--- config.mk ---
export PLATFORM = sky130hd
export DESIGN_NAME = stream_mux_rr
export DESIGN_NICKNAME = d
export VERILOG_FILES = /design/src/rtl/cpu_pkg.sv /design/src/rtl/stream_mux_rr_arbiter.sv /design/src/rtl/stream_mux_rr.sv
export SDC_FILE = /design/constraint.sdc
export NUM_CORES = 1
export LEC_CHECK = 0
export ABC_AREA = 1
export ABC_CLOCK_PERIOD_IN_PS = 1800
export CAP_MARGIN = 30
export CORE_MARGIN = 2
export CORE_UTILIZATION = 38
export DETAILED_ROUTE_END_ITERATION = 12
export PLACE_DENSITY_LB_ADDON = 0.15
export RECOVER_POWER = 100
export SLEW_MARGIN = 20
export SYNTH_ARGS = -nofsm -noshare
export SYNTH_HDL_FRONTEND = slang
export SYNTH_HIERARCHICAL = 1
export SYNTH_SLANG_ARGS = --single-unit
--- constraint.sdc ---
create_clock -name clk -period 1.8 [get_ports clk]
set_input_delay 0.36 -clock clk [delete_from_list [all_inputs] [get_ports clk]]
set_output_delay 0.36 -clock clk [all_outputs]
set_load 0.05 [all_outputs]
--- src/rtl/cpu_pkg.sv ---
// Shared CPU datapath constants: word width, stream-mux mode codes and a
// select-width helper used by the stream mux and its arbiter.
package cpu_pkg;

    localparam int WORD_W       = 16;
    localparam int MUX_MODE_SEL = 0;
    localparam int MUX_MODE_RR  = 1;

    typedef enum logic {
        MUX_SEL = 1'b0,
        MUX_RR  = 1'b1
    } mux_mode_e;

    // Width of an index able to name every one of n channels.
    function automatic int sel_width(input int n);
        return (n > 1) ? $clog2(n) : 1;
    endfunction

endpackage

--- src/rtl/stream_mux_rr_arbiter.sv ---
// Round-robin arbiter: grants the first requester after the last winner.
// The pointer moves only when the granted request is actually consumed.
module rr_arbiter
    import cpu_pkg::*;
#(
    parameter  int NCH  = 4,
    localparam int SELW = sel_width(NCH)
) (
    input  logic            clk,
    input  logic            rst_n,
    input  logic [NCH-1:0]  req,
    input  logic            advance,
    output logic [NCH-1:0]  grant,
    output logic [SELW-1:0] idx
);

    logic [SELW-1:0] ptr_q;
    logic [SELW-1:0] ptr_d;
    logic            found;
    int              cand;

    // Search ptr+1, ptr+2, ... wrapping past NCH-1 back to channel 0.
    always_comb begin
        grant = '0;
        idx   = '0;
        found = 1'b0;
        cand  = 0;
        for (int off = 1; off <= NCH; off++) begin
            cand = int'(ptr_q) + off;
            if (cand >= NCH) begin
                cand = cand - NCH;
            end
            for (int i = 0; i < NCH; i++) begin
                if (!found && (i == cand) && req[i]) begin
                    found    = 1'b1;
                    grant[i] = 1'b1;
                    idx      = SELW'(i);
                end
            end
        end
    end

    always_comb begin
        ptr_d = ptr_q;
        if (advance) begin
            ptr_d = idx;
        end
    end

    always_ff @(posedge clk or negedge rst_n) begin
        if (!rst_n) begin
            ptr_q <= SELW'(NCH - 1);
        end else begin
            ptr_q <= ptr_d;
        end
    end

endmodule

--- src/rtl/stream_mux_rr.sv ---
// N:1 word multiplexer with a registered output and valid/ready handshake;
// channel picked by sel or by round-robin over requesting channels.
module stream_mux_rr
    import cpu_pkg::*;
#(
    parameter  int WIDTH   = WORD_W,
    parameter  int NCH     = 4,
    parameter  int RR_MODE = MUX_MODE_SEL,
    localparam int SELW    = sel_width(NCH)
) (
    input  logic                 clk,
    input  logic                 rst_n,
    input  logic [NCH*WIDTH-1:0] in_data,
    input  logic [NCH-1:0]       in_valid,
    output logic [NCH-1:0]       in_ready,
    input  logic [SELW-1:0]      sel,
    output logic [WIDTH-1:0]     out_data,
    output logic                 out_valid,
    input  logic                 out_ready,
    output logic [SELW-1:0]      out_ch
);

    logic [NCH-1:0]   grant;
    logic [SELW-1:0]  grant_idx;
    logic             load_en;
    logic             load;
    logic [WIDTH-1:0] sel_word;

    logic             out_valid_q, out_valid_d;
    logic [WIDTH-1:0] out_data_q,  out_data_d;
    logic [SELW-1:0]  out_ch_q,    out_ch_d;

    // Output stage can accept a word when empty or being drained this cycle.
    assign load_en = !out_valid_q || out_ready;

    generate
        if (RR_MODE == MUX_MODE_RR) begin : g_rr
            logic sel_unused;
            assign sel_unused = ^sel;

            rr_arbiter #(
                .NCH (NCH)
            ) u_arb (
                .clk     (clk),
                .rst_n   (rst_n),
                .req     (in_valid),
                .advance (load),
                .grant   (grant),
                .idx     (grant_idx)
            );
        end else begin : g_sel
            // Out-of-range sel leaves grant empty, so nothing is accepted.
            always_comb begin
                grant = '0;
                for (int i = 0; i < NCH; i++) begin
                    if (int'(sel) == i) begin
                        grant[i] = 1'b1;
                    end
                end
            end
            assign grant_idx = sel;
        end
    endgenerate

    assign load     = load_en && |(grant & in_valid);
    assign in_ready = rst_n ? (grant & {NCH{load_en}}) : '0;

    always_comb begin
        sel_word = '0;
        for (int i = 0; i < NCH; i++) begin
            if (grant[i]) begin
                sel_word = sel_word | in_data[i*WIDTH +: WIDTH];
            end
        end
    end

    // Drain and load in the same cycle gives back-to-back words.
    always_comb begin
        out_valid_d = out_valid_q;
        out_data_d  = out_data_q;
        out_ch_d    = out_ch_q;
        if (load) begin
            out_valid_d = 1'b1;
            out_data_d  = sel_word;
            out_ch_d    = grant_idx;
        end else if (out_ready) begin
            out_valid_d = 1'b0;
        end
    end

    always_ff @(posedge clk or negedge rst_n) begin
        if (!rst_n) begin
            out_valid_q <= 1'b0;
            out_data_q  <= '0;
            out_ch_q    <= '0;
        end else begin
            out_valid_q <= out_valid_d;
            out_data_q  <= out_data_d;
            out_ch_q    <= out_ch_d;
        end
    end

    assign out_valid = out_valid_q;
    assign out_data  = out_data_q;
    assign out_ch    = out_ch_q;

endmodule

==> metrics.md <==
| Metric | Value |
|---|---|
| Status | `finished, final reports clean` |
| Vias | `1744` |
| Routed vias/inst | `4.913` |
| H-tree Lvls | `1` |
| CTS Buffer Depth | `2` |
| Post-route ant nets | `0` |
| Ant. Diodes | `0` |
| Yosys reg bits | `19` |
| Root Buffer | `clkbuf_4` |
| Layout Nets | `383` |
| Yosys top cell by area | `dfrtp_1` |
| Hold Violations, Final | `0` |
| Row count | `21` |
| Routed wire length | `4637 um` |
| Syn. warnings | `6` |
| Cell area after synthesis | `1381 um^2` |
| Initial antenna violation count | `0` |
| Clk slew on worst S/H paths | `0.09 ns` |
| DRT iter0 DRCs | `105` |
| R2R cell count | `5` |
| Arr. time, crit path | `1.39 ns` |
| Max-cap viol count | `0` |
| WL per Instance | `13.06 um` |
| Sequential area share after synthesis | `34.42%` |
| # setup viols final | `0` |
| Placer congestion estimate | `0.8255` |
| Reg2reg start | `out_valid` |
| Clock Sinks | `19` |
| CP Launch Type | `input port` |
| Clk_skew | `0.008618 ns` |
| FF-to-FF End | `out_data[1]` |
| Avg Cell Area, Syn | `6.609 um^2` |
| Crit-path max FO | `4` |
| Vias in the first global route | `1747` |
| Drt drc | `0` |
| Core region area | `3416 um^2` |
| Clock latency on the worst-skew pair | `0.30 ns` |
| Post-synthesis cell count | `209` |
| Unrepaired setup endpoints after global routing | `false` |
| IO Pins | `96` |
| Leak | `1.117 nW` |
| Die area | `4133 um^2` |
| Fin util | `70.18%` |
| Tcrit/Tclk final | `97.32%` |
| Worst slew pin tran | `0.9497 ns` |
| HPWL Detailed | `3890 um` |
| Crit. End Element | `primary output` |
| Initial Utilization | `40.44%` |
| Non-Filler Cell Area, Final | `2397 um^2` |
| P&R area growth vs syn | `73.55%` |
| Distinct cell type count of the synthesized netlist | `17` |
| Final min period | `1.752 ns` |
| Top post-synthesis cells by area | `dfrtp_1 34%, nand3_1 24%, nand2_1 19%` |
| Slew Viols, Final | `0` |
| Max Clock Freq | `570.8 MHz` |
| Worst Hold Class | `flop to flop` |
| CTS tree | `done` |
| Fill count | `326` |
| Total GRT Usage | `23.80%` |
| Die X | `64.29 um` |
| Setup CP Type | `input port to primary output` |
| WP data required | `1.44 ns` |
| Syn_nets | `282` |
| Share of layout cells above drive strength 1 | `13.27%` |
| Setup TNS | `0 ns` |
| Post-CTS Setup Inserts | `0` |
| Dpl cell area | `2466 um^2` |
| Reg-to-reg slack, setup | `0.52 ns` |
| GRT overflow | `0` |
| Hold path depth | `2` |
| Number of buffers created by CTS | `3` |
| Setup crit end | `in_ready[1]` |
| Cell area power density | `722.7 nW/um^2` |
| Pin count of the biggest net entering global routing | `21` |
| Yosys top cell area share | `34.42%` |
| First-pass GRT wire length | `7707 um` |
| Crit path from | `rst_n` |
| # port buffers | `95` |
| Area of the multi-input gates | `792.0 um^2` |
| DRT Pass-1 Iters | `4` |
| Height of the die | `64.29 um` |
| Relative slew slack | `36.68%` |
| Register area | `476.7 um^2` |
| Maximum VDD drop | `533.0 uV` |
==> stage by stage <==
step	setup slack (ns)	std cells	power (mW)	hold WS, ns
3_5_place_dp	-0.1432	351	1.643	0.4713
5_1_grt	0.005581	355	1.847	0.5239
6_report	0.04822	355	1.733	0.4943
4_1_cts	0.02259	355	1.851	0.5003
2_1_floorplan	0.01555	209	1.211	0.06441
3_3_place_gp	-0.1180	351	1.628	0.4702
==> sequential cells by signal, summed over array words and instances (netlist names) <==
signal     cells
out_data      16
out_ch         2
out_valid      1
==> synth_stat cells <==
| library cell | instances |
|---|---|
| nand2_1 | 71 |
| nand3_1 | 67 |
| dfrtp_1 | 19 |
| inv_1 | 11 |
| nand4_1 | 11 |
| buf_2 | 8 |
| inv_2 | 4 |
| nor3_1 | 4 |
| buf_6 | 3 |
| buf_1 | 2 |
| nand2_2 | 2 |
| nand3_2 | 2 |
| buf_4 | 1 |
| clkbuf_1 | 1 |
| nand2_4 | 1 |
| nor2_2 | 1 |
| o21ai_4 | 1 |
==> cells in the final DEF (no fill, tap or decap) <==
cell              n
o21ai_2           1
inv_4             2
nor2_2            1
buf_4            14
nand2_4           2
dfrtp_1          18
clkinv_2          1
inv_2             2
nor3_4            2
nand3_2           2
nand3_1          67
nand2_1          69
nand4_1          11
clkbuf_4          3
clkdlybuf4s50_1  69
dfrtp_2           1
buf_12            4
inv_1            11
dlygate4sd2_1     3
nand2_2           3
clkbuf_1         20
clkbuf_2          1
nor3_2            2
==> layout make-up <==
type / count / area share, %
Clock buffer: 3 / 0.9395
Clock inverter: 1 / 0.2088
Inverter: 15 / 2.557
Multi-Input combinational cell: 160 / 33.04
Sequential cell: 19 / 19.89
Tap cell: 46 / 2.401
Timing Repair Buffer: 111 / 40.97
==> power breakdown <==
part | internal (mW) | switching, mW | total (mW)
Clock | 0.0827 | 0.124 | 0.207
Combinational | 0.300 | 0.641 | 0.941
Sequential | 0.526 | 0.0590 | 0.585
Total | 0.908 | 0.824 | 1.73
==> logic make-up (layout without fill, tap and decap cells) <==
family                 Yosys count  in the layout  share of synthesized area [%]
flip-flops                      19             19                          34.42
AO/OA/AOI/OAI                    1              1                          1.178
buffers and inverters           30            130                          10.78
AND/OR/NAND/NOR                159            159                          53.62
==> per-layer routing <==
metal	routed length, um	global-route usage (%)	vias up
met5	0	0	-
met3	317	4.577	10
li1	-	-	897
met2	2412	45.44	68
met1	1772	26.19	769
met4	134	7.447	0
==> worst min path at each step <==
stage                 startpoint           end  slack, ns
floorplan                  rst_n     out_ch[0]       0.06
global route         out_data[6]   out_data[6]       0.52
finish              out_data[14]  out_data[14]       0.49
global placement    out_data[11]  out_data[11]       0.47
CTS                        rst_n   out_data[9]       0.50
detailed placement  out_data[14]  out_data[14]       0.47
==> what timing repair did <==
item | in CTS | in global routing
endpoints found under the setup margin | 4 | 0
hold buffers | 0 | 0
gates resized for setup | 5 | 0
==> worst max-delay path, stage by stage <==
cell and delay (ns):
clkdlybuf4s50_1 0.54, nand2_4 0.11, nor3_2 0.21, buf_12 0.17
(Power assumes the default switching activity.)
